[config.mk]
export PLATFORM = sky130hd
export DESIGN_NAME = alu_arbiter
export DESIGN_NICKNAME = d
export VERILOG_FILES = /design/src/rtl/alu_pkg.sv /design/src/rtl/alu_rr_arbiter.sv /design/src/rtl/alu_arbiter.sv
export SDC_FILE = /design/constraint.sdc
export NUM_CORES = 1
export LEC_CHECK = 0
export CAP_MARGIN = 30
export CORE_ASPECT_RATIO = 1.75
export CORE_UTILIZATION = 25
export CTS_CLUSTER_SIZE = 10
export DETAILED_ROUTE_END_ITERATION = 16
export HOLD_SLACK_MARGIN = 0.1
export PLACE_DENSITY_LB_ADDON = 0.05
export REMOVE_ABC_BUFFERS = 1
export SLEW_MARGIN = 5
export SYNTH_ARGS = -nofsm -noshare
export SYNTH_HDL_FRONTEND = slang
export SYNTH_HIERARCHICAL = 1
export SYNTH_SLANG_ARGS = --single-unit
[constraint.sdc]
create_clock -name clk -period 2.4 [get_ports clk]
set_input_delay 0.48 -clock clk [delete_from_list [all_inputs] [get_ports clk]]
set_output_delay 0.48 -clock clk [all_outputs]
set_load 0.02 [all_outputs]
[src/rtl/alu_pkg.sv]
// alu_pkg: constants and types shared by the ALU arbiter slice.
//   - OP_* opcodes understood by the shared ALU (1..9 valid).
//   - FLAG_* bit positions in the 5-bit flag word
//     {invalid_op, parity, zero, borrow, carry_out}.
//   - arb_state_t: arbiter FSM state encoding.
//   - sat_inc8: saturating 8-bit increment for grant statistics.
package alu_pkg;

  localparam logic [3:0] OP_ADD = 4'd1;
  localparam logic [3:0] OP_SUB = 4'd2;
  localparam logic [3:0] OP_AND = 4'd3;
  localparam logic [3:0] OP_OR  = 4'd4;
  localparam logic [3:0] OP_XOR = 4'd5;
  localparam logic [3:0] OP_SHL = 4'd6;
  localparam logic [3:0] OP_SHR = 4'd7;
  localparam logic [3:0] OP_ROL = 4'd8;
  localparam logic [3:0] OP_ROR = 4'd9;

  localparam int FLAG_CARRY   = 0;
  localparam int FLAG_BORROW  = 1;
  localparam int FLAG_ZERO    = 2;
  localparam int FLAG_PARITY  = 3;
  localparam int FLAG_INVALID = 4;
  localparam int FLAG_W       = 5;

  typedef enum logic {
    ST_IDLE = 1'b0,
    ST_EXEC = 1'b1
  } arb_state_t;

  function automatic logic [7:0] sat_inc8(input logic [7:0] v);
    return (v == 8'hFF) ? v : v + 8'd1;
  endfunction

endpackage

[src/rtl/alu_rr_arbiter.sv]
// alu_rr_arbiter: 2-way round-robin tie breaker.
//   clk, rst_n : clock, asynchronous active-low reset
//   req[1:0]   : eligible requesters
//   advance    : grant is being taken this cycle (pointer may move)
//   grant[1:0] : one-hot grant (combinational)
// The last-grant pointer resets to 1 so requester 0 wins the first tie.
module alu_rr_arbiter (
  input  logic       clk,
  input  logic       rst_n,
  input  logic [1:0] req,
  input  logic       advance,
  output logic [1:0] grant
);

  logic last;

  always_comb begin
    grant = 2'b00;
    case (req)
      2'b01:   grant = 2'b01;
      2'b10:   grant = 2'b10;
      2'b11:   grant = last ? 2'b01 : 2'b10;
      default: grant = 2'b00;
    endcase
  end

  always_ff @(posedge clk or negedge rst_n) begin
    if (!rst_n) begin
      last <= 1'b1;
    end else if (advance && (grant != 2'b00)) begin
      last <= grant[1];
    end
  end

endmodule

[src/rtl/alu_arbiter.sv]
// alu_arbiter: shares one external ALU between two requesters.
//   clk, rst_n          : clock, asynchronous active-low reset
//   reqN_*              : operation request channel (valid/ready)
//   rspN_*              : one-deep response buffer per requester
//   alu_*               : operand drive to / result from the shared ALU
//   busy                : high while the FSM is in EXEC
//   grant_cntN          : saturating grant counters
// Optional feature: define ALU_ARB_STATS_EN to enable grant_cntN counting;
// otherwise the counters are tied to 0.
// Flow: IDLE grants one eligible requester and latches its operands;
// EXEC lasts one cycle, at whose end the ALU result is captured into the
// owner's response buffer. A requester holding an unconsumed response is
// not eligible, so at most one grant occurs every two cycles.
module alu_arbiter
  import alu_pkg::*;
#(
  parameter int BUS_WIDTH = 8
) (
  input  logic                 clk,
  input  logic                 rst_n,
  input  logic                 req0_valid,
  output logic                 req0_ready,
  input  logic [3:0]           req0_opcode,
  input  logic [BUS_WIDTH-1:0] req0_a,
  input  logic [BUS_WIDTH-1:0] req0_b,
  input  logic                 req0_carry_in,
  input  logic                 req1_valid,
  output logic                 req1_ready,
  input  logic [3:0]           req1_opcode,
  input  logic [BUS_WIDTH-1:0] req1_a,
  input  logic [BUS_WIDTH-1:0] req1_b,
  input  logic                 req1_carry_in,
  output logic                 rsp0_valid,
  input  logic                 rsp0_ready,
  output logic [BUS_WIDTH-1:0] rsp0_y,
  output logic [FLAG_W-1:0]    rsp0_flags,
  output logic                 rsp1_valid,
  input  logic                 rsp1_ready,
  output logic [BUS_WIDTH-1:0] rsp1_y,
  output logic [FLAG_W-1:0]    rsp1_flags,
  output logic [3:0]           alu_opcode,
  output logic [BUS_WIDTH-1:0] alu_a,
  output logic [BUS_WIDTH-1:0] alu_b,
  output logic                 alu_carry_in,
  input  logic [BUS_WIDTH-1:0] alu_y,
  input  logic [FLAG_W-1:0]    alu_flags,
  output logic                 busy,
  output logic [7:0]           grant_cnt0,
  output logic [7:0]           grant_cnt1
);

  arb_state_t state;
  logic       owner;      // requester whose operation is in EXEC
  logic       idle;
  logic [1:0] eligible;
  logic [1:0] grant;

  assign idle = (state == ST_IDLE);

  // Registered rsp_valid only: a response consumed this cycle still blocks.
  assign eligible = {req1_valid & ~rsp1_valid, req0_valid & ~rsp0_valid};

  alu_rr_arbiter u_rr (
    .clk     (clk),
    .rst_n   (rst_n),
    .req     (eligible),
    .advance (idle),
    .grant   (grant)
  );

  assign req0_ready = idle & grant[0];
  assign req1_ready = idle & grant[1];

  always_ff @(posedge clk or negedge rst_n) begin
    if (!rst_n) begin
      state        <= ST_IDLE;
      busy         <= 1'b0;
      owner        <= 1'b0;
      alu_opcode   <= '0;
      alu_a        <= '0;
      alu_b        <= '0;
      alu_carry_in <= 1'b0;
      rsp0_valid   <= 1'b0;
      rsp0_y       <= '0;
      rsp0_flags   <= '0;
      rsp1_valid   <= 1'b0;
      rsp1_y       <= '0;
      rsp1_flags   <= '0;
    end else begin
      if (rsp0_valid && rsp0_ready) rsp0_valid <= 1'b0;
      if (rsp1_valid && rsp1_ready) rsp1_valid <= 1'b0;

      case (state)
        ST_IDLE: begin
          if (grant != 2'b00) begin
            state        <= ST_EXEC;
            busy         <= 1'b1;
            owner        <= grant[1];
            alu_opcode   <= grant[1] ? req1_opcode   : req0_opcode;
            alu_a        <= grant[1] ? req1_a        : req0_a;
            alu_b        <= grant[1] ? req1_b        : req0_b;
            alu_carry_in <= grant[1] ? req1_carry_in : req0_carry_in;
          end
        end
        ST_EXEC: begin
          state <= ST_IDLE;
          busy  <= 1'b0;
          // The owner's buffer was empty at grant time, so no clash with
          // the consume clear above.
          if (owner) begin
            rsp1_valid <= 1'b1;
            rsp1_y     <= alu_y;
            rsp1_flags <= alu_flags;
          end else begin
            rsp0_valid <= 1'b1;
            rsp0_y     <= alu_y;
            rsp0_flags <= alu_flags;
          end
        end
        default: begin
          state <= ST_IDLE;
          busy  <= 1'b0;
        end
      endcase
    end
  end

`ifdef ALU_ARB_STATS_EN
  always_ff @(posedge clk or negedge rst_n) begin
    if (!rst_n) begin
      grant_cnt0 <= 8'd0;
      grant_cnt1 <= 8'd0;
    end else begin
      if (req0_ready) grant_cnt0 <= sat_inc8(grant_cnt0);
      if (req1_ready) grant_cnt1 <= sat_inc8(grant_cnt1);
    end
  end
`else
  assign grant_cnt0 = 8'd0;
  assign grant_cnt1 = 8'd0;
`endif

endmodule
## After elaboration in Yosys (flattened, before gate mapping)

Index checks and enable logic that the tools add are counted.

- Register bits after elaboration: 53
- Output and inout bits: 68
- Logic and storage cells: 49

- Eq/ne operators: 4
- Multiplexer cells: 16
- Bitwise gates (word level): 8
- Reductions and logical operators: 7

Operator list:

| kind | count |
|---|---|
| two-way mux 8 bit | 2 |
| two-way mux 1 bit | 9 |
| one-hot mux 2 bit (3 select lines) | 1 |
| AND reduction 2 bit | 3 |
| AND 1 bit | 4 |
| equality test 2 bit (second input constant) | 2 |
| two-way mux 4 bit | 1 |
| inverter 1 bit | 4 |
| one-hot mux 1 bit (2 select lines) | 2 |
| logical AND 1 bit | 3 |
| equality test 2 x 1 -> 1 bit (second input constant) | 1 |
| two-way mux 2 bit | 1 |
| != test 2 x 1 -> 1 bit (second input constant) | 1 |
| nonzero test 2 bit | 1 |

## Logic depth before layout (Yosys ltp)

- Word-level depth: 7
- Mapped depth: 7

## Cells and area by module

Netlist, hierarchy kept.

By module, submodules not included:

| module | times used | cells each | area each (µm²) | sequential area each (µm²) |
|---|---|---|---|---|
| alu_arbiter | 1 | 190 | 2277.2 | 1301.2 |
| alu_rr_arbiter | 1 | 6 | 56.3 | 26.3 |

## Worst setup path before layout

Ideal clock, no wire load.

- Path kind: input-to-output
- Start point: in req1_valid
- End point: out req1_ready
- Data arrival time: 1509 ps
- Data required time: 1920 ps
- Setup slack: 411 ps
- Stages on the path: 5
- Path through: nor2b_1 -> a21boi_0 -> nand2b_1 -> buf_2 -> inv_1

- Cells in the longest elaborated chain, start to end: 4
- Elaborated cells on any way between the ends: 6
- Those cells by class: 3 x eq/ne; 1 x mux; 2 x bitwise

RTL lines:

| element | line | RTL |
|---|---|---|
| from (decl) | alu_arbiter.sv:27 | `input logic req1_valid,` |
| AND 1 bit * | alu_arbiter.sv:61 | `assign eligible = {req1_valid & ~rsp1_valid, req0_valid & ~rsp0_valid};` |
| equality test 2 bit or equality test 2 x 1 -> 1 bit (tied branches) | alu_rr_arbiter.sv:19 | `case (req)` |
| one-hot mux 2 bit (3 select lines) * | alu_rr_arbiter.sv:19 |  |
| net grant[1] | alu_arbiter.sv:56 | `logic [1:0] grant;` |
| AND 1 bit * | alu_arbiter.sv:72 | `assign req1_ready = idle & grant[1];` |
| to (decl) | alu_arbiter.sv:28 | `output logic req1_ready,` |

The timed path passes the listed nets; every way through them passes the cells marked *.

## Worst setup path after layout

- Start point: in req1_valid
- End point: out req1_ready

- Cells in the longest elaborated chain, start to end: 4
- Elaborated cells on any way between the ends: 6
- Those cells by class: 3 x eq/ne; 1 x mux; 2 x bitwise

RTL lines:

| element | line | RTL |
|---|---|---|
| AND 1 bit * | alu_arbiter.sv:61 |  |
| net eligible[1] | alu_arbiter.sv:55 | `logic [1:0] eligible;` |
| equality test 2 bit or equality test 2 x 1 -> 1 bit (tied branches) | alu_rr_arbiter.sv:19 |  |
| one-hot mux 2 bit (3 select lines) * | alu_rr_arbiter.sv:19 |  |
| net grant[1] | alu_arbiter.sv:56 |  |
| AND 1 bit * | alu_arbiter.sv:72 |  |

Marks and branches as above.

==> results.sh <==
export IMPL_chipWidth_um=75.03
export IMPL_wl_met2_mm=3.698
export IMPL_cp_start_kind="input port"
export IMPL_chipHeight_um=129.8
export IMPL_clockBufferDepth=2
export IMPL_rows=46
export IMPL_dr_wl_met3_um=532
export IMPL_maxCapViolations=0
export IMPL_synthMuxAreaShare_pct=12.55
export IMPL_status="finished, final reports clean"
export IMPL_postRouteWirelength_mm=7.074
export IMPL_clkSinkCount=53
export IMPL_port_buffer_count=112
export IMPL_ant_nets=0
export IMPL_grt_pass1_vias=2082
export IMPL_critical_path_endpoint_type="output pin"
export IMPL_critPathTopFamily="buffers and inverters"
export IMPL_grt_max_degree=31
export IMPL_grt_usage_pct=14.97
export IMPL_finalCritPeriodShare_pct=94.47
export IMPL_pwr_density_cell_nw_per_um2=1392
export IMPL_fmax_mhz=441.1
export IMPL_cpPeakStageDelay_ns=0.45
export IMPL_synth_xor_area_share_pct=0
export IMPL_nNetsFinal=370
export IMPL_finClkSkew_ns=0.004046
export IMPL_antenna_cells=0
export IMPL_path_class="input port to output pin"
export IMPL_top_layer_used="met4"
export IMPL_h_tree_depth=2
export IMPL_reg2reg_depth=8
export IMPL_drt_pre_antenna_iters=4
export IMPL_detailedPlace_worstSlack_ns=-0.2244
export IMPL_grt_first_pass_wirelength_mm=10.85
export IMPL_synthSimpleGateAreaFrac_pct=6.381
export IMPL_yosysWarnings=6
export IMPL_setup_viol=0
export IMPL_via_per_inst=4.570
export IMPL_path_cells="clkdlybuf4s50_1, nor2b_2, a21boi_2, nand2b_1, inv_1, dlygate4sd2_1"
export IMPL_clk_latency_ns=0.29
export IMPL_synth_compound_area_share_pct=15.12
export IMPL_crit_required_ns=1.92
export IMPL_numCtsBuffers=5
export IMPL_antenna_found_initial=0
export IMPL_vias=1965
export IMPL_coreArea_um2=9036
export IMPL_m1WireLength_mm=2.757
export IMPL_multiInputGateArea_um2=860.8
export IMPL_drive_above_1_share_pct=8.710
export IMPL_gr_total_overflow=0
export IMPL_clkTransAtPathRegs_ns=0.07
export IMPL_drtIter0Drc=118
export IMPL_wl_per_cell_um=16.45
export IMPL_tightest_slew_ns=0.6338
export IMPL_final_cell_mix="clkdlybuf4s50_1, dfrtp_1, nor2_1"
export IMPL_cp_arrival_ns=1.79
export IMPL_syn_area_per_cell_um2=11.91
export IMPL_cts_root_buf="clkbuf_16"
export IMPL_r2r_start="rsp0_valid$_DFF_PN0_"
export IMPL_r2r_setup_slack_ns=0.60
export IMPL_cpMaxStageDelayCell="clkdlybuf4s50_1"
export IMPL_fill_cells=919
export IMPL_gp_congestion=0.7003
export IMPL_hpwl_mm=4.938
export IMPL_synth_area_leaders="dfrtp_1, mux2_1, o32ai_1, o22ai_1, buf_4"
export IMPL_drc_errors=0
export IMPL_max_slew_margin_pct=57.75
export IMPL_synth_top_cell_area_share_pct=55.76
export IMPL_setup_ws_ns=0.1328
export IMPL_fin_tns_setup_ns=0
export IMPL_synth_edff_count=0
export IMPL_netlist_cell_type_count=27
export IMPL_p_leak_nw=1.490
export IMPL_ys_flop_type="dfrtp_1"
export IMPL_yosys_area_top_type="dfrtp_1"
export IMPL_ys_ff_latch=53
export IMPL_postCtsSetupRepairBufs=0
export IMPL_rsz0062_at_grt="false"
export IMPL_layout_min_cycle_time_ns=2.267
export IMPL_synth_adder_area_share_pct=0
export IMPL_die_area_um2=9739
export IMPL_yosysSeqAreaShare_pct=56.89
export IMPL_cp_num_buf_inv=3
export IMPL_seq_area_um2=1328
export IMPL_layout_commonest_cell="clkdlybuf4s50_1"
export IMPL_pin_count=129
export IMPL_ctsHoldBuffers=0
export IMPL_hold_class="input port to asynchronous set/reset pin"
export IMPL_report_final_hold_viol_count=0
export IMPL_syn_instance_count=196
export IMPL_synthToLayoutAreaGrowth_pct=58.45
export IMPL_final_max_slew_viol_count=0
export IMPL_synth_area_um2=2333
export IMPL_critPathMaxFanout=3
export IMPL_initial_core_util_pct=25.82
export IMPL_synth_top_family_by_area="compound AO/OA/AOI/OAI gates"
export IMPL_reg2reg_to="alu_opcode[1]$_DFFE_PN0P_"
export IMPL_cts_tree="built"
export IMPL_ir_worst_vdd_uv=685.5
export IMPL_synth_async_reset_ratio_pct=100.0
-- per-layer routing --
metal  global-route usage [%]  vias to the layer above
li1                         -                      909
met1                    15.94                      967
met2                    27.45                       84
met3                    4.247                        5
met4                    4.994                        0
met5                        0                        -
-- cell usage after synthesis, types with 2 or more instances --
| master | instances |
|---|---|
| o32ai_1 | 21 |
| buf_4 | 18 |
| dfrtp_1 | 52 |
| clkbuf_1 | 3 |
| buf_2 | 6 |
| mux2_2 | 7 |
| nor2_1 | 23 |
| inv_1 | 5 |
| nand2b_1 | 2 |
| nor2b_1 | 2 |
| nand2_1 | 2 |
| o22ai_1 | 22 |
| mux2_1 | 19 |
-- registers in the layout, summed over array words and instances (netlist names) --
| signal | count |
|---|---|
| rsp1_flags | 5 |
| rsp0_flags | 5 |
| alu_opcode | 4 |
| rsp0_y | 8 |
| rsp0_valid | 1 |
| state | 1 |
| rsp1_valid | 1 |
| busy | 1 |
| rsp1_y | 8 |
| alu_b | 8 |
| owner | 1 |
| u_rr/last | 1 |
| alu_carry_in | 1 |
| alu_a | 8 |
-- stage by stage --
| stage | instance area, um^2 | utilization [%] | cells | total power [mW] | hold slack (ns) |
|---|---|---|---|---|---|
| after floorplan | 2205 | - | 182 | 3.074 | 0.1844 |
| after global placement | 3560 | 39.39 | 422 | 4.474 | 0.4673 |
| after detailed placement | 3560 | 39.39 | 422 | 4.504 | 0.4774 |
| after CTS | 3694 | 40.88 | 430 | 5.233 | 0.2173 |
| after global routing | 3697 | 40.92 | 430 | 5.481 | 0.2509 |
| final | 3697 | 40.92 | 430 | 5.145 | 0.2049 |
-- where the power goes --
group / switching (mW) / leakage (nW) / internal (mW) / total (mW)
logic: 1.42 / 0.809 / 1.35 / 2.77
registers: 0.296 / 0.615 / 1.37 / 1.66
clock network: 0.321 / 0.0652 / 0.390 / 0.710
total: 2.03 / 1.49 / 3.11 / 5.14
-- cell type report --
| cell class | instances | area share, % |
|---|---|---|
| clock buffer | 8 | 3.689 |
| timing repair buffer | 120 | 32.45 |
| tap | 120 | 4.061 |
| sequential | 53 | 35.91 |
| multi-input combinational | 123 | 23.28 |
| inverter | 6 | 0.6091 |
-- repair_timing --
action / 4_1_cts / 5_1_grt
endpoints found under the setup margin: 2 / 2
resized for setup: 2 / 2
pin swaps: 0 / 0
-- worst max path at each step --
stage | start | endpoint | slack (ns) | depth (start not counted)
finish | req1_valid | req1_ready | 0.13 | 6
global route | req0_valid | req0_ready | 0.02 | 6
CTS | req1_valid | req1_ready | 0.06 | 6
detailed placement | req1_valid | req1_ready | -0.22 | 6
global placement | req1_valid | req1_ready | -0.19 | 6
floorplan | req1_valid | req1_ready | -1.07 | 4
-- cells by family (layout without fill, tap and decap cells) --
family | Yosys count | after routing
compound gates | 48 | 48
mux | 26 | 26
other cells | 1 | 16
simple gates | 33 | 33
flops | 53 | 53
buf+inv | 35 | 134
No activity file was read; power rests on OpenSTA's default activity.
==> patch (same settings) <==
`BUS_WIDTH`: 8 -> 6.
--- a/src/rtl/alu_arbiter.sv
+++ b/src/rtl/alu_arbiter.sv
@@ -15,5 +15,5 @@
   import alu_pkg::*;
 #(
-  parameter int BUS_WIDTH = 8
+  parameter int BUS_WIDTH = 6
 ) (
   input  logic                 clk,
Ports: changed (9 resized); port bits go from 129 to 111. The function was not compared with the original's and may differ.
==> patch against the unedited design <==
  * Clock power increased by 3.2%
  * Worst setup slack improved by 0.022 ns
  * Sequential cell count decreased by 8
  * Wire length decreased by 19%
  * Area after synthesis decreased by 13%
  * Total power decreased by 13%
  * Final area decreased by 14%
  * Core utilization decreased by 0.44 points
  * Global-route usage decreased by 0.84 points
  * Largest power group unchanged
  * Final cell count decreased by 16%
  * Worst hold slack improved by 0.28 ns
  * Die area decreased by 13%
==> patch: results (changes against the unedited design) <==
Critical path
  – Crit path DAT: 1.77 ns (-0.02 ns)
  – Crit. Startpoint: req0_valid
  – CP Capture Point: req0_ready
  – CP peak stage delay: 0.45 ns (about the same)
  – Reg2reg setup slack: 0.58 ns (-0.02 ns)
  – RR Startpoint: rsp1_valid$_DFF_PN0_
  – Number of cells on the worst reg-to-reg path: 7 (-1)
  – Reg2reg end: alu_opcode[2]$_DFFE_PN0P_

Global route
  – Largest net degree at the start of global routing: 22 (-29%)
  – GRT Total Usage: 0.141 (-0.00845)
  – First-pass GRT wire length: 9230 um (-15%)
  – Vias in the first global route: 1753 (-16%)

Placement
  – Cells after DPL: 352 (-17%)
  – Port Buf Inserts: 94 (-16%)
  – Pre-CTS WS: -0.213 ns (+0.0119 ns)
  – DP Area: 0.00301 sq mm (-15%)
  – Dpl hpwl: 4040 um (-18%)
  – Routability cong.: 0.675 (-3.6%)

CTS
  – Post-CTS Setup Bufs: 0 (unchanged)
  – Worst-path clk slew: 0.06 ns
  – Root Driver: clkbuf_16
  – CTS Buffer Depth: 2 (unchanged)

Logic synthesis
  – Seq/Total Area, Yosys: 0.558 (-0.0110)
  – Top cells by count, synth: dfrtp_1, mux2_1, nor2_1, buf_4, o22ai_1
  – Netlist cell types: 23 (-15%)
  – Post-synthesis adder-cell area fraction: 0 (unchanged)
  – Synth area leaders: dfrtp_1, mux2_1, o32ai_1
  – Post-synthesis compound-gate area fraction: 0.145 (-0.00631)
  – Mux share of post-synthesis cell area: 0.123 (-0.00287)
  – Mean Syn Cell Area: 11.8 sq um (-0.74%)

STA
  – Worst-margin pin slew: 0.582 ns (-0.0521 ns)
  – Hold slack: 0.487 ns (+0.283 ns)
  – Max Fclk: 445 MHz (+0.96%)
  – Clk_skew: 0.00256 ns (-0.00149 ns)

Power and ir drop
  – Internal power component: 2.74 mW (-12%)
  – Comb. pwr: 2.32 mW (-16%)
  – Power Dens Cells: 1400 mW/mm^2 (+0.93%)
  – Clock Power: 0.733 mW (+3.2%)
  – VDD IR max: 0.824 mV (+20%)
  – Lkg Pwr: 1.32 nW (-12%)

Layout
  – # diodes: 0 (unchanged)
  – Final std cells w/o fill: 361 (-16%)
  – Share of post-route cells with drive strength above 1: 0.0849 (-0.00223)
  – Fin nets: 321 (-13%)

Route
  – Detailed Route Iter0 Violations: 40 (-66%)
  – Routed WL per cell: 15.8 um (-3.8%)
  – Drt pass-1 iters: 4 (unchanged)
  – DR vias: 1655 (-16%)

Min path
  – Min-Delay Path Depth: 1
  – Hold Path Class: reg -> reg

Run status
  – Status: finished, final reports clean
==> patch: cell types whose count changed after synthesis, sizes merged <==
cell | unedited run | this run
dfrtp | 52 | 44
mux2 | 26 | 22
nor2 | 24 | 20
o22ai | 22 | 18
o32ai | 21 | 17
clkbuf | 4 | 3
==> patch: layer usage <==
layer	global-route usage	wire length, um	part of all wire	up-vias
met5	0	0	0	-
met2	0.249	2950	0.52	70
met4	0.0638	126	0.022	0
met3	0.0399	371	0.065	11
met1	0.155	2270	0.40	792
li1	-	-	-	782
==> patch: layout make-up <==
cell class | count | area, sq um
Fill cell | 791 | 4680
Inverter | 6 | 22.5
Clock inverter | 1 | 5.00
Tap cell | 90 | 113
Multi-Input combinational cell | 107 | 727
Sequential cell | 45 | 1130
Timing Repair Buffer | 105 | 1030
Clock buffer | 7 | 153
==> patch: repair_timing <==
item	in CTS	in global routing
hold buffers	1	0
hold endpoints to repair	5	0
gates resized for setup	3	3
setup endpoints to repair	2	2
